$ cat config.mk
export PLATFORM = sky130hd
export DESIGN_NAME = delta_demodulator_multichannel
export DESIGN_NICKNAME = d
export VERILOG_FILES = /design/src/rtl/delta_demodulator_multichannel.sv
export SDC_FILE = /design/constraint.sdc
export NUM_CORES = 1
export LEC_CHECK = 0
export BUFFER_PORTS_ARGS = -buffer_cell sky130_fd_sc_hd__buf_4
export CAP_MARGIN = 25
export CORE_AREA = 2 2 204 286
export DETAILED_ROUTE_END_ITERATION = 10
export DIE_AREA = 0 0 206 288
export PLACE_DENSITY = 0.7
export SLEW_MARGIN = 0
export SYNTH_ARGS = -nofsm -noshare
export SYNTH_HDL_FRONTEND = slang
export SYNTH_SLANG_ARGS = --single-unit
$ cat constraint.sdc
create_clock -name clk -period 5.2 [get_ports clk]
set_clock_uncertainty 0.15 [all_clocks]
set_input_delay 0.26 -clock clk [delete_from_list [all_inputs] [get_ports clk]]
set_output_delay 0.26 -clock clk [all_outputs]
set_load 0.05 [all_outputs]
$ cat src/rtl/delta_demodulator_multichannel.sv
// Time-multiplexed delta demodulator: one up/down spike pair per slot updates that
// channel's saturating reconstruction, with per-channel step sizes held in a delta table.
module delta_demodulator_multichannel #(
  parameter int CHANNELS      = 16,
  parameter int WIDTH         = 16,
  parameter int DELTA_DEFAULT = 1
) (
  input  logic                        clk,
  input  logic                        rst,
  input  logic                        en,
  input  logic                        sync,
  input  logic                        pos_spike,
  input  logic                        neg_spike,
  input  logic                        cfg_we,
  input  logic [$clog2(CHANNELS)-1:0] cfg_addr,
  input  logic [WIDTH-1:0]            cfg_delta,
  output logic                        ready,
  output logic [WIDTH-1:0]            sample,
  output logic [$clog2(CHANNELS)-1:0] sample_ch,
  output logic                        valid,
  output logic                        conflict
);

  localparam int AW = $clog2(CHANNELS);
  localparam int EW = WIDTH + 2;
  localparam logic [AW-1:0] LAST_CH = AW'(CHANNELS - 1);

  // Two guard bits keep old +/- a full-range unsigned delta from wrapping before saturation.
  localparam logic signed [EW-1:0] SUM_MAX = {3'b000, {(WIDTH-1){1'b1}}};
  localparam logic signed [EW-1:0] SUM_MIN = {3'b111, {(WIDTH-1){1'b0}}};
  localparam logic [WIDTH-1:0]     SMP_MAX = {1'b0, {(WIDTH-1){1'b1}}};
  localparam logic [WIDTH-1:0]     SMP_MIN = {1'b1, {(WIDTH-1){1'b0}}};

  typedef enum logic {ST_CLEAR, ST_RUN} state_t;

  state_t state, next_state;
  logic   clearing;

  logic [AW-1:0] sweep_addr;
  logic          sweep_last;
  logic [AW-1:0] chan_cnt;
  logic [AW-1:0] slot_ch;
  logic          accept;

  logic [WIDTH-1:0] recon_mem [CHANNELS];
  logic [WIDTH-1:0] delta_mem [CHANNELS];
  logic [WIDTH-1:0] recon_rd;
  logic [WIDTH-1:0] delta_rd;

  logic             recon_we;
  logic [AW-1:0]    recon_waddr;
  logic [WIDTH-1:0] recon_wdata;
  logic             delta_we;
  logic [AW-1:0]    delta_waddr;
  logic [WIDTH-1:0] delta_wdata;

  logic             s1_valid;
  logic [AW-1:0]    s1_ch;
  logic             s1_pos;
  logic             s1_neg;

  logic             s2_valid;
  logic [AW-1:0]    s2_ch;
  logic [WIDTH-1:0] s2_val;
  logic             s2_conflict;

  logic [WIDTH-1:0]     old_val;
  logic signed [EW-1:0] old_ext;
  logic signed [EW-1:0] delta_ext;
  logic signed [EW-1:0] sum_ext;
  logic [WIDTH-1:0]     new_val;

  // ---------------------------------------------------------------- control FSM
  always_ff @(posedge clk) begin
    if (rst) state <= ST_CLEAR;
    else     state <= next_state;
  end

  always_comb begin
    next_state = state;
    if (state == ST_CLEAR && sweep_last) next_state = ST_RUN;
  end

  always_comb begin
    ready    = (state == ST_RUN);
    clearing = (state == ST_CLEAR);
  end

  assign sweep_last = (sweep_addr == LAST_CH);

  always_ff @(posedge clk) begin
    if (rst)           sweep_addr <= '0;
    else if (clearing) sweep_addr <= sweep_last ? '0 : sweep_addr + 1'b1;
  end

  // ---------------------------------------------------------------- slot sequencing
  assign accept  = ready & en;
  assign slot_ch = sync ? '0 : chan_cnt;

  always_ff @(posedge clk) begin
    if (rst || clearing) chan_cnt <= '0;
    else if (accept)     chan_cnt <= (slot_ch == LAST_CH) ? '0 : slot_ch + 1'b1;
  end

  // ---------------------------------------------------------------- tables
  always_comb begin
    recon_we    = !rst && (clearing || s1_valid);
    recon_waddr = clearing ? sweep_addr : s1_ch;
    recon_wdata = clearing ? '0 : new_val;
    delta_we    = !rst && (clearing || (ready && cfg_we && int'(cfg_addr) < CHANNELS));
    delta_waddr = clearing ? sweep_addr : cfg_addr;
    delta_wdata = clearing ? WIDTH'(DELTA_DEFAULT) : cfg_delta;
  end

  // NOTE: the tables carry no reset so they map onto block RAM; the clear sweep
  // initialises them, and the registered read returns the word held before a same-edge write.
  always_ff @(posedge clk) begin
    if (recon_we) recon_mem[recon_waddr] <= recon_wdata;
    recon_rd <= recon_mem[slot_ch];
  end

  always_ff @(posedge clk) begin
    if (delta_we) delta_mem[delta_waddr] <= delta_wdata;
    delta_rd <= delta_mem[slot_ch];
  end

  // ---------------------------------------------------------------- stage 1: update
  always_ff @(posedge clk) begin
    if (rst) begin
      s1_valid <= 1'b0;
      s1_ch    <= '0;
      s1_pos   <= 1'b0;
      s1_neg   <= 1'b0;
    end else begin
      s1_valid <= accept;
      s1_ch    <= slot_ch;
      s1_pos   <= pos_spike;
      s1_neg   <= neg_spike;
    end
  end

  // The previous slot's result is still in flight when this read was issued.
  assign old_val = (s2_valid && s2_ch == s1_ch) ? s2_val : recon_rd;

  always_comb begin
    old_ext   = {{2{old_val[WIDTH-1]}}, old_val};
    delta_ext = {2'b00, delta_rd};
    unique case ({s1_pos, s1_neg})
      2'b10:   sum_ext = old_ext + delta_ext;
      2'b01:   sum_ext = old_ext - delta_ext;
      default: sum_ext = old_ext;
    endcase
    if (sum_ext > SUM_MAX)      new_val = SMP_MAX;
    else if (sum_ext < SUM_MIN) new_val = SMP_MIN;
    else                        new_val = sum_ext[WIDTH-1:0];
  end

  // ---------------------------------------------------------------- stage 2 and outputs
  always_ff @(posedge clk) begin
    if (rst) begin
      s2_valid    <= 1'b0;
      s2_ch       <= '0;
      s2_val      <= '0;
      s2_conflict <= 1'b0;
    end else begin
      s2_valid    <= s1_valid;
      s2_ch       <= s1_ch;
      s2_val      <= new_val;
      s2_conflict <= s1_pos & s1_neg;
    end
  end

  always_ff @(posedge clk) begin
    if (rst) begin
      valid     <= 1'b0;
      conflict  <= 1'b0;
      sample    <= '0;
      sample_ch <= '0;
    end else begin
      valid    <= s2_valid;
      conflict <= s2_valid & s2_conflict;
      if (s2_valid) begin
        sample    <= s2_val;
        sample_ch <= s2_ch;
      end
    end
  end

endmodule

==> metrics <==
status=finished, final reports clean; fraction of registers with async set/reset=0; YS warnings=0; Critical Path Slowest Stage Cell=xnor3_1; endpoints failing hold=0; Port Buffers=slightly below 50; Max FO, Critical Path=17; VDD IR max=0.282 mV; number of nets in the layout=1,996; largest net degree at the start of global routing=~140; RSZ-0062 raised after global routing=false; Ports=50; Rows=about 100; post-synthesis register bit count=slightly above 600; post-CTS setup repair buffer count=0; Primary FF master, synth=edfxtp_1; critical-path cell list=xnor2_1, nand3_1, nor2_1, buf_12, mux2_2, ha_1, a21oi_1, o21ai_0, a21o_1, a221o_1, a31oi_4, xnor3_1, a211oi_2, or2b_2, buf_4, o21ai_0, buf_4; post-synthesis instance total=1,876; Post-synth EDFFs=512; H-tree depth=2; vias per cell=about 5.9; Critical Path End=recon_mem[5][6]$_DFFE_PP_; Synth cell types=64; crit start category=register; Hold Path Cell Cnt=2; r2r setup slk=between 0.2 and 0.3 ns; Worst path max stage delay=0.42 ns; CP Capture Type=register; Starting Density=0.444; Routed Antenna Nets=0; via count=between 15,000 and 20,000; placed wire-length estimate=just over 40 mm; core area=~57,000 sq um; # diodes=0; Critical Path Start=s1_ch[3]$_SDFF_PP0_; final WL=67.9 mm; FF-to-FF Start=s1_ch[3]$_SDFF_PP0_; DRC viols=0; DP Worst Slack=about 0.056 ns; CTS tree=done; Leak=9.69 nW; Die Ht=about 290 um; Post-Syn Area=approximately 25,000 sq um; initial antenna violation count=1; syn_nets=between 1,500 and 2,000; Worst R2R End=recon_mem[5][6]$_DFFE_PP_; first-pass GRT wire length=between 100 and 150 mm; WL/cell=between 20 and 25 um; Inserted Clock Buffers=56; Chip Width=approximately 210 um; die area=approximately 59,000 sq um; fin util=0.504; syn avg cell area=13.5 sq um; root buffer cell=clkbuf_16; vias in the first global route=between 15,000 and 20,000; final-report setup violation count=0; clk buf depth=3; gr usage total=0.229; Total Power=~10 mW; period utilization=0.945; hold crit path type=input pin to register; CP required=between 5 and 6 ns; total gr overflow=0; fmax=approximately 200 MHz; RePlAce Congestion=between 0.9 and 1; CTS clock-pin slew for the worst setup and hold paths=about 0.060 ns; DR iter-0 viols=between 1,000 and 1,500; DRT Pass-1 Iters=6; latest clock arrival within the worst-skew pair=~0.63 ns; share of cells above drive strength 1=0.176; max-slew violation count=0; clock sinks=approximately 600; PD cells=~350 nW/um^2; critical path class=register to register; Worst-Margin Slew=1.06 ns; # Max-Cap Violations=0; Max transition margin=0.290; CP arrival=~5 ns; Final min period=between 4 and 5 ns; cells on worst reg2reg path=17; cell area after layout=28,700 sq um; sequential-to-total area share from yosys stat=0.681; placed inst area=between 20,000 and 30,000 sq um; Syn-to-layout area delta=13.6%; slack of the critical path=0.285 ns
report_power, final:
group / total (mW) / switching, mW / internal [mW]
clock: 4.15 / 1.77 / 2.39
sequential: 5.36 / 0.0729 / 5.29
combinational: 0.675 / 0.417 / 0.258
total: 10.2 / 2.26 / 7.94
worst min path at each step:
stage	start	slack (ns)	endpoint
after floorplan	en	0.20	chan_cnt[0]$_SDFFE_PP0P_
after global placement	s2_conflict$_SDFF_PP0_	0.27	conflict$_SDFF_PP0_
after detailed placement	s2_conflict$_SDFF_PP0_	0.28	conflict$_SDFF_PP0_
after CTS	cfg_delta[8]	0.09	delta_mem[7][8]$_DFFE_PP_
after global routing	cfg_delta[8]	0.15	delta_mem[7][8]$_DFFE_PP_
final	cfg_delta[8]	0.12	delta_mem[12][8]$_DFFE_PP_
flip-flops by register name (all words and copies together) (netlist names), 4 cells and up:
register,count
recon_rd,16
recon_mem,256
sample,16
delta_mem,256
s2_ch,4
sweep_addr,4
delta_rd,16
chan_cnt,4
sample_ch,4
s1_ch,4
s2_val,16
cell type report:
| class | count | area, sq um |
|---|---|---|
| clock inverters | 10 | 143 |
| flip-flops and latches | 604 | 17200 |
| inverters | 16 | 62.6 |
| fillers | 4772 | 28300 |
| well taps | 742 | 928 |
| clock buffers | 95 | 1750 |
| multi-input cells | 1134 | 7550 |
| repair buffers | 135 | 1080 |
per-stage QoR:
| stage | TNS, ns | hold WS, ns | std cells |
|---|---|---|---|
| floorplan | -11.24 | 0.205 | 1876 |
| global placement | 0 | 0.270 | 2624 |
| detailed placement | 0 | 0.279 | 2625 |
| CTS | 0 | 0.0904 | 2736 |
| global route | 0 | 0.149 | 2736 |
| finish | 0 | 0.117 | 2736 |
routing by layer:
metal  global-route usage  vias up  routed length (um)
met3               0.0335      170                4450
li1                     -     7217                   -
met1                0.280     8121               25700
met2                0.399      683               34600
met5                    0        -                  13
met4                0.106        2                3200
critical path: cells and delay by family (launching register included):
kind                     cells  cell delay (ns)
AO/OA/AOI/OAI                7             1.60
adder cells (fa/ha/maj)      1             0.39
flip-flops                   1             0.41
XOR/XNOR                     2             0.58
buffers and inverters        3             0.61
AND/OR/NAND/NOR              3             0.56
multiplexers                 1             0.36
cells in the final DEF (no fill, tap or decap), types with 8 or more instances in the layout:
cell type	synthesis	routed
inv_1	15	15
nor3_1	11	11
mux2i_1	96	96
buf_4	0	124
and2_1	24	24
xnor2_1	26	26
clkbuf_16	0	57
nand3_1	46	46
a21o_1	8	8
nor2_1	95	93
ha_1	21	21
clkbuf_8	0	18
and3_1	9	9
a221oi_1	34	34
clkbuf_1	102	19
nand2_1	195	195
o221ai_1	32	32
mux2_2	111	111
nor2b_1	48	47
a31oi_1	14	14
edfxtp_1	512	512
o21ai_0	100	99
a21oi_1	136	136
o31ai_1	32	32
a211oi_1	34	34
dfxtp_1	92	89
logic make-up after synthesis:
family / synth area share
XOR/XNOR: 0.0120
buffers and inverters: 0.0212
adder cells (fa/ha/maj): 0.0116
AND/OR/NAND/NOR: 0.0834
AO/OA/AOI/OAI: 0.104
multiplexers: 0.0874
flip-flops: 0.681
synth_stat cells (all sizes together) (3+ instances only):
cell      n  area [sq um]
a211oi   35           268
a21o      8          60.1
a21oi   136           681
a221oi   34           298
a31oi    15           109
and2     25           158
and3      9          56.3
buf      19          87.6
clkbuf  103           388
dfxtp    92          1840
edfxtp  512         15400
ha       21           263
inv      16          60.1
mux2    111          1250
mux2i    96           961
nand2   195           732
nand2b    7          43.8
nand3    46           230
nand4     4          25.0
nor2     95           357
nor2b    48           300
nor3     11          55.1
nor3b     3          22.5
o211ai    3          27.5
o21ai   100           500
o221ai   32           280
o31ai    32           240
or2       4          25.0
xnor2    26           228
xor2      6          52.6
repair_timing:
item | 4_1_cts | 5_1_grt
resized for setup | 0 | 3
hold endpoints to repair | 40 | 0
hold buffers | 6 | 0
endpoints found under the setup margin | 0 | 48
Note: power is estimated with default switching activity, not from simulation.
